File: src/rtl/serial_modadd_ctrl.sv
// serial_modadd_ctrl: bit-serial (a + b) mod q using one shared full-adder slice.
// One pass forms a + b, a second forms sum - q, and the reduced value is selected.
module full_adder (
  input  logic A,
  input  logic B,
  input  logic Cin,
  output logic C,
  output logic S
);
  assign S = A ^ B ^ Cin;
  assign C = (A & B) | (Cin & (A ^ B));
endmodule

module serial_modadd_ctrl #(
  parameter int W = 16
) (
  input  logic         clk,
  input  logic         rst,
  input  logic         start,
  input  logic [W-1:0] a,
  input  logic [W-1:0] b,
  input  logic [W-1:0] q,
  output logic         ready,
  output logic         busy,
  output logic         done,
  output logic [W-1:0] result
);
  localparam int CW = $clog2(W);
  typedef enum logic [1:0] {S_IDLE, S_ADD, S_SUB, S_DONE} state_t;
  state_t         state_q;
  logic [W-1:0]   op_a_q, op_b_q, modq_q, sum_q, diff_q, result_q;
  logic [CW-1:0]  cnt_q;
  logic           cf_q, c_add_q, done_q;
  logic           fa_a, fa_b, fa_c, fa_s, last;
  logic [W-1:0]   sum_rot_d, diff_d;
  assign last      = cnt_q == CW'(W - 1);
  assign fa_a      = state_q == S_SUB ? sum_q[0] : op_a_q[0];
  assign fa_b      = state_q == S_SUB ? ~modq_q[0] : op_b_q[0];
  assign sum_rot_d = {sum_q[0], sum_q[W-1:1]};
  assign diff_d    = {fa_s, diff_q[W-1:1]};
  full_adder u_fa (.A(fa_a), .B(fa_b), .Cin(cf_q), .C(fa_c), .S(fa_s));
  assign ready  = state_q == S_IDLE;
  assign busy   = state_q == S_ADD || state_q == S_SUB;
  assign done   = done_q;
  assign result = result_q;
  always_ff @(posedge clk or posedge rst) begin
    if (rst) begin
      state_q  <= S_IDLE;
      op_a_q   <= '0;
      op_b_q   <= '0;
      modq_q   <= '0;
      sum_q    <= '0;
      diff_q   <= '0;
      result_q <= '0;
      cnt_q    <= '0;
      cf_q     <= 1'b0;
      c_add_q  <= 1'b0;
      done_q   <= 1'b0;
    end else begin
      done_q <= 1'b0;
      case (state_q)
        S_IDLE: if (start) begin
          op_a_q  <= a;
          op_b_q  <= b;
          modq_q  <= q;
          cf_q    <= 1'b0;
          cnt_q   <= '0;
          state_q <= S_ADD;
        end
        S_ADD: begin
          // carry is forced to 1 at the pass boundary: sum + ~q + 1 = sum - q
          cf_q   <= last ? 1'b1 : fa_c;
          sum_q  <= {fa_s, sum_q[W-1:1]};
          op_a_q <= op_a_q >> 1;
          op_b_q <= op_b_q >> 1;
          cnt_q  <= last ? '0 : cnt_q + 1'b1;
          if (last) begin
            c_add_q <= fa_c;
            state_q <= S_SUB;
          end
        end
        S_SUB: begin
          cf_q   <= fa_c;
          diff_q <= diff_d;
          sum_q  <= sum_rot_d;
          modq_q <= modq_q >> 1;
          cnt_q  <= last ? '0 : cnt_q + 1'b1;
          if (last) begin
            result_q <= (c_add_q | fa_c) ? diff_d : sum_rot_d;
            done_q   <= 1'b1;
            state_q  <= S_DONE;
          end
        end
        default: state_q <= S_IDLE;
      endcase
    end
  end
endmodule

File: config.mk
export PLATFORM = sky130hd
export DESIGN_NAME = serial_modadd_ctrl
export DESIGN_NICKNAME = d
export VERILOG_FILES = /design/src/rtl/serial_modadd_ctrl.sv
export SDC_FILE = /design/constraint.sdc
export NUM_CORES = 1
export LEC_CHECK = 0
export BUFFER_PORTS_ARGS = -buffer_cell sky130_fd_sc_hd__buf_2
export CAP_MARGIN = 20
export CORE_MARGIN = 4
export CORE_UTILIZATION = 29
export DETAILED_ROUTE_END_ITERATION = 16
export PLACE_DENSITY = 0.52
export SYNTH_ARGS = -nofsm -noshare
export SYNTH_HDL_FRONTEND = slang
export SYNTH_SLANG_ARGS = --single-unit
File: constraint.sdc
create_clock -name clk -period 4.19 [get_ports clk]
set_input_delay 0.6285 -clock clk [delete_from_list [all_inputs] [get_ports clk]]
set_output_delay 0.6285 -clock clk [all_outputs]
set_load 0.01 [all_outputs]
; ---- After elaboration in Yosys (flattened, before gate mapping)
; Index checks and enable logic that the tools add are counted.
[classes]
div = 0
n_eq_ne = 6
n_reduce_logical = 15
order_cmp = 0
n_mul = 0
mux = 22
shifts = 0
bitwise = 7
addsub = 1
[op_table]
columns = operator, n
row1 = case mux 16 bit (2 select lines), 4
row2 = two-way mux 16 bit, 4
row3 = AND reduction 2 bit, 6
row4 = two-way mux 4 bit, 2
row5 = case mux 4 bit (2 select lines), 1
row6 = nonzero test 2 bit, 4
row7 = two-way mux 1 bit, 6
row8 = two-way mux 2 bit, 3
row9 = "!= test 2 bit, second input constant", 3
row10 = case mux 2 bit (3 select lines), 1
row11 = "adder 4 x 1 -> 4 bit, second input constant", 1
row12 = "== test 4 bit, second input constant", 1
row13 = case mux 1 bit (3 select lines), 1
row14 = AND reduction 3 bit, 1
row15 = nonzero test 3 bit, 1
row16 = AND 1 bit, 2
row17 = "== test 2 x 1 -> 1 bit, second input constant", 1
row18 = "== test 2 bit, second input constant", 1
row19 = zero test 2 bit, 1
row20 = bitwise OR 1 bit, 2
row21 = OR reduction 2 bit, 1
row22 = XOR 1 bit, 2
row23 = logical OR 1 bit, 1
row24 = NOT 1 bit, 1
[totals]
ram_bits = 0
out_inout_bits = 19
rom_bits = 0
latchBits = 0
in_bits = 51
mem_count = 0
register_bits = 105

; ---- Longest topological paths before layout
; Gate-level depths: netlist of the first run.
[logic_depth]
word_depth = 7
mapped_depth = 13

; ---- Modules after synthesis
; A second synthesis of the first run with hierarchy kept.
[hier_totals]
cells_unflattened = 404
area_unflattened_um2 = 4635.7
[by_module_without_submodules]
columns = module, n_inst, area_each_um2, cells_each
row1 = serial_modadd_ctrl, 1, 4615.7, 403
row2 = full_adder, 1, 20.0, 1

; ---- Least setup slack after synthesis of the first run
; Ideal clock, no wire load.
[synth_timing]
path_type = register to register
start = register state_q[0]
end = register result_q[0] (netlist: result[0])
setup_ps = 136
arrival_time_ps = 2294
required_time_ps = 4054
stages_incl_launch_ff = 13
period_less_slack_ps = 2430
setup_slack_ps = 1760
path_cell_list = dfrtp_1 -> inv_1 -> ha_1 -> clkbuf_1 -> buf_4 -> buf_4 -> mux2i_1 -> fa_1 -> nor2b_1 -> buf_4 -> buf_4 -> mux2i_1 -> o21ai_0
[synth_via]
elab_chain_len = 7
[synth_lines]
columns = element, line
row1 = from (decl), 30  ; state_t state_q;
row2 = from (signal assigned), 48  ; state_q <= S_IDLE;
row3 = from (signal assigned), 68  ; state_q <= S_ADD;
row4 = from (signal assigned), 79  ; state_q <= S_SUB;
row5 = == test 2 bit *, "37, 38, 61"
row6 = two-way mux 1 bit (on tied branches), "37, 38"
row7 = XOR 1 bit, 11  ; assign C = (A & B) | (Cin & (A ^ B));
row8 = AND 1 bit, 11
row9 = bitwise OR 1 bit, 11
row10 = bitwise OR 1 bit, 89  ; result_q <= (c_add_q | fa_c) ? diff_d : sum_rot_d;
row11 = two-way mux 16 bit, 89
row12 = to (signal assigned), 89
row13 = to (decl), 31  ; logic [W-1:0] op_a_q, op_b_q, modq_q, sum_q, diff_q, result_q;
; Every way passes the cells marked *; elsewhere a longest branch is shown, timed or not.
; A chain may end at the register's enable or synchronous reset.

; ---- Worst setup path in the final report of the first run
[layout_timing]
start = register state_q[0]
end = register result_q[3] (netlist: result[3])
; Same word-level chain as after synthesis.

==> results of run 1 <==
[logic make-up after synthesis]
group	Yosys count	share of synthesized area (%)
adder cells (fa/ha/maj)	6	1.78
multiplexers	95	21.5
AO/OA/AOI/OAI	81	9.11
AND/OR/NAND/NOR	89	8.09
buffers and inverters	32	3.30
flip-flops	104	56.2
[registers in the layout (all words and copies together), names as in the netlist]
signal,flops
modq_q,16
op_a_q,16
op_b_q,16
result,16
sum_q,16
diff_q,15
cnt_q,4
state_q,2
c_add_q,1
cf_q,1
done,1
[cells in the mapped netlist]
| cell type | instances | area (um^2) |
|---|---|---|
| a21oi_1 | 1 | 5.00 |
| and3_1 | 1 | 6.26 |
| buf_2 | 11 | 55.1 |
| buf_4 | 5 | 37.5 |
| clkbuf_1 | 9 | 33.8 |
| dfrtp_1 | 104 | 2600 |
| fa_1 | 1 | 20.0 |
| ha_1 | 5 | 62.6 |
| inv_1 | 7 | 26.3 |
| mux2_2 | 31 | 349 |
| mux2i_1 | 63 | 631 |
| mux2i_2 | 1 | 13.8 |
| nand2_1 | 69 | 259 |
| nand2b_1 | 5 | 31.3 |
| nand3_1 | 3 | 15.0 |
| nand4_1 | 4 | 25.0 |
| nor2_1 | 3 | 11.3 |
| nor2b_1 | 3 | 18.8 |
| o211ai_1 | 1 | 7.51 |
| o21a_1 | 1 | 7.51 |
| o21ai_0 | 74 | 370 |
| o2bb2ai_1 | 1 | 8.76 |
| o31ai_1 | 3 | 22.5 |
| or4_1 | 1 | 7.51 |
[worst register-to-register path: cells and delay by family (launching register included)]
kind / cells / cell delay [ns]
adder cells (fa/ha/maj): 2 / 0.80
AO/OA/AOI/OAI: 2 / 0.20
multiplexers: 1 / 0.24
AND/OR/NAND/NOR: 2 / 0.22
buffers and inverters: 3 / 0.79
flip-flops: 1 / 0.42
[routing by layer]
metal	track usage [%]	wire length, um
met1	13.7	4350
met2	15.7	3890
met3	4.16	585
met4	3.56	127
met5	0	0
[area by class of cell]
type	count	area, um^2	share of cell area (%)
timing repair buffer	77	405	7.36
sequential	104	2600	47.3
clock buffer	10	239	4.34
tap	211	264	4.80
clock inverter	6	73.8	1.34
multi-input combinational	271	1890	34.4
inverter	7	28.8	0.523
[final timing paths]
| path | slack, ns | startpoint | cells past startpoint | end |
|---|---|---|---|---|
| worst max-delay path | 1.40 | state_q[0] | 10 | result[3] |
| worst min-delay path | 0.42 | rst | 2 | op_a_q[10] |
| worst max register to register | 1.40 | state_q[0] | 10 | result[3] |
| worst min register to register | 0.47 | result[7] | 2 | result[7] |
| max in group asynchronous | 2.92 | rst | 3 | op_b_q[8] |
| min in group clk | 0.47 | result[7] | 2 | result[7] |
[cell usage in the layout, fill, tap and decap left out, drive strengths merged, types with 2 or more instances in the layout]
cell type    n
nand2       69
mux2        31
clkinv       2
nor2b        3
nand4        4
nand2b       5
o31ai        3
nor2         3
clkbuf      10
ha           5
inv         10
buf         77
o21ai       74
dfrtp      104
nand3        3
mux2i       64
[stage by stage]
| stage | util [%] | power (mW) |
|---|---|---|
| floorplan | - | 3.00 |
| global placement | 33.7 | 3.28 |
| detailed placement | 33.7 | 3.34 |
| CTS | 35.7 | 4.24 |
| global route | 35.7 | 4.52 |
| finish | 35.7 | 4.16 |
[power by group through the flow]
stage	logic, mW	clock network, mW	registers, mW
after detailed placement	1.66	0	1.68
after global placement	1.60	0	1.67
after global routing	1.84	0.948	1.73
final	1.63	0.871	1.66
after floorplan	1.39	0	1.60
after CTS	1.66	0.909	1.67
==> metrics.cfg, run 1 <==
[drt]
viasPerCell=4.35
wl_um=8950
drtIter0Drc=114
wl_per_cell_um=13.0
final_antenna_net_count=0
dr.pass1.iters=4
vias=2987
post-route-drc-count=0

[sta]
rsz0062_at_grt=no
hold_ws_ns=0.415
slew_headroom_pct=37.5
report.final.slew_viol_count=0
setup-violations-final=0
tightest_slew_ns=0.938
setup_tns_ns=0
max_freq_mhz=359
clock-skew-final_ns=0.00741
post-route-period-util_pct=66.5
finalHoldViolations=0
timing.final.crit_period_ns=2.79
fin_ws_ns=1.40

[cts]
clkSlewWorstSetupHoldPaths_ns=0.07
cts_tree=yes
cts.htree.levels=3
clockBufferDepth=2
cts-resized-gates=0
clock-sinks=104
cts-hold-fix-buffers=0
cts_buffers=9
postCtsSetupRepairBufs=0
insertion_delay_ns=0.35
root_buffer=clkbuf_16

[place]
placed_area_mm2=0.00519
place_hpwl_um=6120
io_buffers=69
dpl_worst_slack_ns=1.38
dp_cells=670
gp_congestion=0.730

[worst_setup_path]
cp-end-kind=flop
worstPathMaxFanout=25
cp_num_buf_inv=3
crit_family=adder cells
crit_path_start_kind=flop
slowest_delay_ns=0.55
path_cells=inv_1, ha_2, buf_4, nand2_1, o21ai_0, fa_1, nor2b_2, buf_4, mux2i_1, o21ai_0
required_ns=4.41
arrival_ns=3.00
slowest_stage=ha_2
path_class=reg -> reg

[synth]
synth_seq_cells=104
netlist_area_mm2=0.00463
ys_warn_count=0
postSynthCellCount=407
yosysSeqAreaShare_pct=56.2
avgSynthCellArea_um2=11.4
syn_nets=464
synth_cell_types=24

[layout]
layout.nets=527
drive_gt1_share_pct=27.4
final_area_mm2=0.00551
final_cells=686
antennaDiodeCount=0
n_fill_cell=1583
syn_to_final_growth_pct=19.0

[floorplan]
die_y_um=134
pin_count=70
rows=45
die_w_um=134
dieArea_mm2=0.0180
initial_core_util_pct=30.0
coreArea_mm2=0.0154

[global_routing]
track_usage_pct=10.4
grt_max_degree=62
overflow=0
grt_pass1_wl_um=15000
grt_pass1_vias=3064
antenna_found_initial=0

[pwr]
leakagePower_nw=2.60
peakVddDrop_uv=356
switching_share_pct=35.2
internal_power_mw=2.69
power_density_mw_per_mm2=756
p_comb_share_pct=39.1
clkPwrFrac_pct=20.9
power_switching_mw=1.47
power_frac_seq_pct=39.9

[flow_run]
cap_violations=0

[min_path]
hp-class=in -> async

[run_status]
status=finished, final reports clean

Note: power is estimated with default switching activity, not from simulation.
==> run 2, diff against run 1 <==
Settings changed: PLACE_DENSITY 0.52 to 0.54.
Clock period 4.19 ns to 2.4 ns, I/O delays scaled along.
==> run 2 against run 1 <==
Against the previous run: combinational power increased by 81%; clock power increased by 65%; sequential share of layout area decreased by 0.44 points; critical path depth decreased by 2.
==> metrics.cfg, run 2 (synthesis gave the netlist of run 1 again) <==
[floorplan]
rows=45  ; unchanged
initial_core_util_pct=30.0  ; unchanged
pin_count=70  ; unchanged
dieArea_mm2=0.0180  ; unchanged
die_y_um=134  ; unchanged
coreArea_mm2=0.0154  ; unchanged
die_w_um=134  ; unchanged

[global_routing]
grt_pass1_vias=3043  ; -0.69%
overflow=0  ; unchanged
track_usage_pct=10.7  ; +0.31 points
antenna_found_initial=0  ; unchanged
grt_max_degree=41  ; -34%
grt_pass1_wl_um=15400  ; +2.6%

[place]
placed_area_mm2=0.00526  ; +1.3%
io_buffers=69  ; unchanged
dpl_worst_slack_ns=0.325  ; -1.06 ns
gp_congestion=0.736  ; +0.93%
dp_cells=674  ; +0.60%
place_hpwl_um=6290  ; +2.7%

[cts]
cts-hold-fix-buffers=0  ; unchanged
clockBufferDepth=2  ; unchanged
cts_buffers=9  ; unchanged
cts_tree=yes
cts-resized-gates=0  ; unchanged
postCtsSetupRepairBufs=0  ; unchanged
root_buffer=clkbuf_16
insertion_delay_ns=0.35  ; about the same
cts.htree.levels=3  ; unchanged
clkSlewWorstSetupHoldPaths_ns=0.07  ; about the same
clock-sinks=104  ; unchanged

[sta]
post-route-period-util_pct=86.8  ; +20 points
slew_headroom_pct=56.5  ; +19 points
report.final.slew_viol_count=0  ; unchanged
finalHoldViolations=0  ; unchanged
rsz0062_at_grt=no
max_freq_mhz=480  ; +34%
timing.final.crit_period_ns=2.08  ; -0.703 ns
setup_tns_ns=0  ; unchanged
setup-violations-final=0  ; unchanged
hold_ws_ns=0.0895  ; -0.326 ns
fin_ws_ns=0.317  ; -1.09 ns
tightest_slew_ns=0.650  ; -0.287 ns
clock-skew-final_ns=0.00760  ; +0.000195 ns

[flow_run]
cap_violations=0  ; unchanged

[drt]
post-route-drc-count=0  ; unchanged
wl_um=9030  ; +0.86%
vias=3032  ; +1.5%
wl_per_cell_um=13.1  ; +0.28%
viasPerCell=4.39  ; +0.92%
final_antenna_net_count=0  ; unchanged
dr.pass1.iters=4  ; unchanged
drtIter0Drc=138  ; +21%

[worst_setup_path]
critPathCapture=result[2]
crit_path_start_kind=flop
worstPathMaxFanout=16  ; -36%
cp-startpoint=state_q[0]
arrival_ns=2.31  ; -0.69 ns
rrSetupSlack_ns=0.32  ; -1.09 ns
required_ns=2.62  ; -1.79 ns
path_class=reg -> reg
r2r-end=result[2]
cp-end-kind=flop
timing.reg2reg.worst_path_depth=8  ; -2
rr_startpoint=state_q[0]

[pwr]
leakagePower_nw=2.62  ; +0.71%
peakVddDrop_uv=565  ; +59%
power_density_mw_per_mm2=1310  ; +74%
finalPower_mw=7.29  ; +75%

[layout]
fin_util_pct=36.0  ; +0.33 points
layout_commonest_cell=dfrtp_1
antennaDiodeCount=0  ; unchanged
syn_to_final_growth_pct=20.1
drive_gt1_share_pct=27.8  ; +0.40 points
final_cells=690  ; +0.58%
final_cell_mix=dfrtp_1 (104), o21ai_0 (74), nand2_1 (69), buf_2 (69), mux2i_1 (62)
layout.nets=531  ; +0.76%
final_area_mm2=0.00556  ; +0.93%

[min_path]
hp-class=in -> async

[run_status]
status=finished, final reports clean

## run 2: changes by cell type in the layout (fill, tap and decap cells not counted)
cell | before | now
inv_4 | 1 | 0
clkbuf_8 | 1 | 3
clkbuf_1 | 0 | 1
buf_12 | 0 | 3
bufinv_16 | 1 | 0
clkinvlp_4 | 0 | 2
buf_4 | 8 | 9
inv_6 | 3 | 0
## run 2: cell type report
| class | instances | area (um^2) |
|---|---|---|
| inverter | 7 | 30.0 |
| fill | 1608 | 9870 |
| sequential | 104 | 2600 |
| multi-input combinational | 271 | 1890 |
| tap | 211 | 264 |
| clock buffer | 13 | 270 |
| timing repair buffer | 81 | 473 |
| clock inverter | 3 | 25.0 |
## run 2: worst min-delay path by stage
stage	cells after the start	to	slack (ns)
final	2	modq_q[8]	0.09
after global routing	2	modq_q[8]	0.12
after CTS	2	modq_q[8]	0.1
after detailed placement	2	result[4]	0.47
after global placement	2	result[8]	0.46
after floorplan	2	op_b_q[0]	0.44
## run 2: where the power goes
| part | switching, mW | total [mW] | leakage (nW) | internal (mW) |
|---|---|---|---|---|
| clock | 0.648 | 1.44 | 0.142 | 0.793 |
| combinational | 1.49 | 2.95 | 1.16 | 1.45 |
| sequential | 0.430 | 2.91 | 1.32 | 2.47 |
## run 2: routing by layer
layer	global-route usage, %	up-vias	routed length (um)
met5	0	-	0
met4	3.05	0	108
met3	5.06	8	663
met2	15.0	69	3780
met1	14.8	1422	4480
li1	-	1533	-
## run 2: worst max-delay path, cell delays in order, from the launching register on
cell and delay, ns:
dfrtp_1 0.42, inv_1 0.10, ha_2 0.24, mux2i_1 0.25, fa_1 0.24, nor2b_2 0.20, buf_12 0.19, mux2i_1 0.21
o21ai_0 0.09
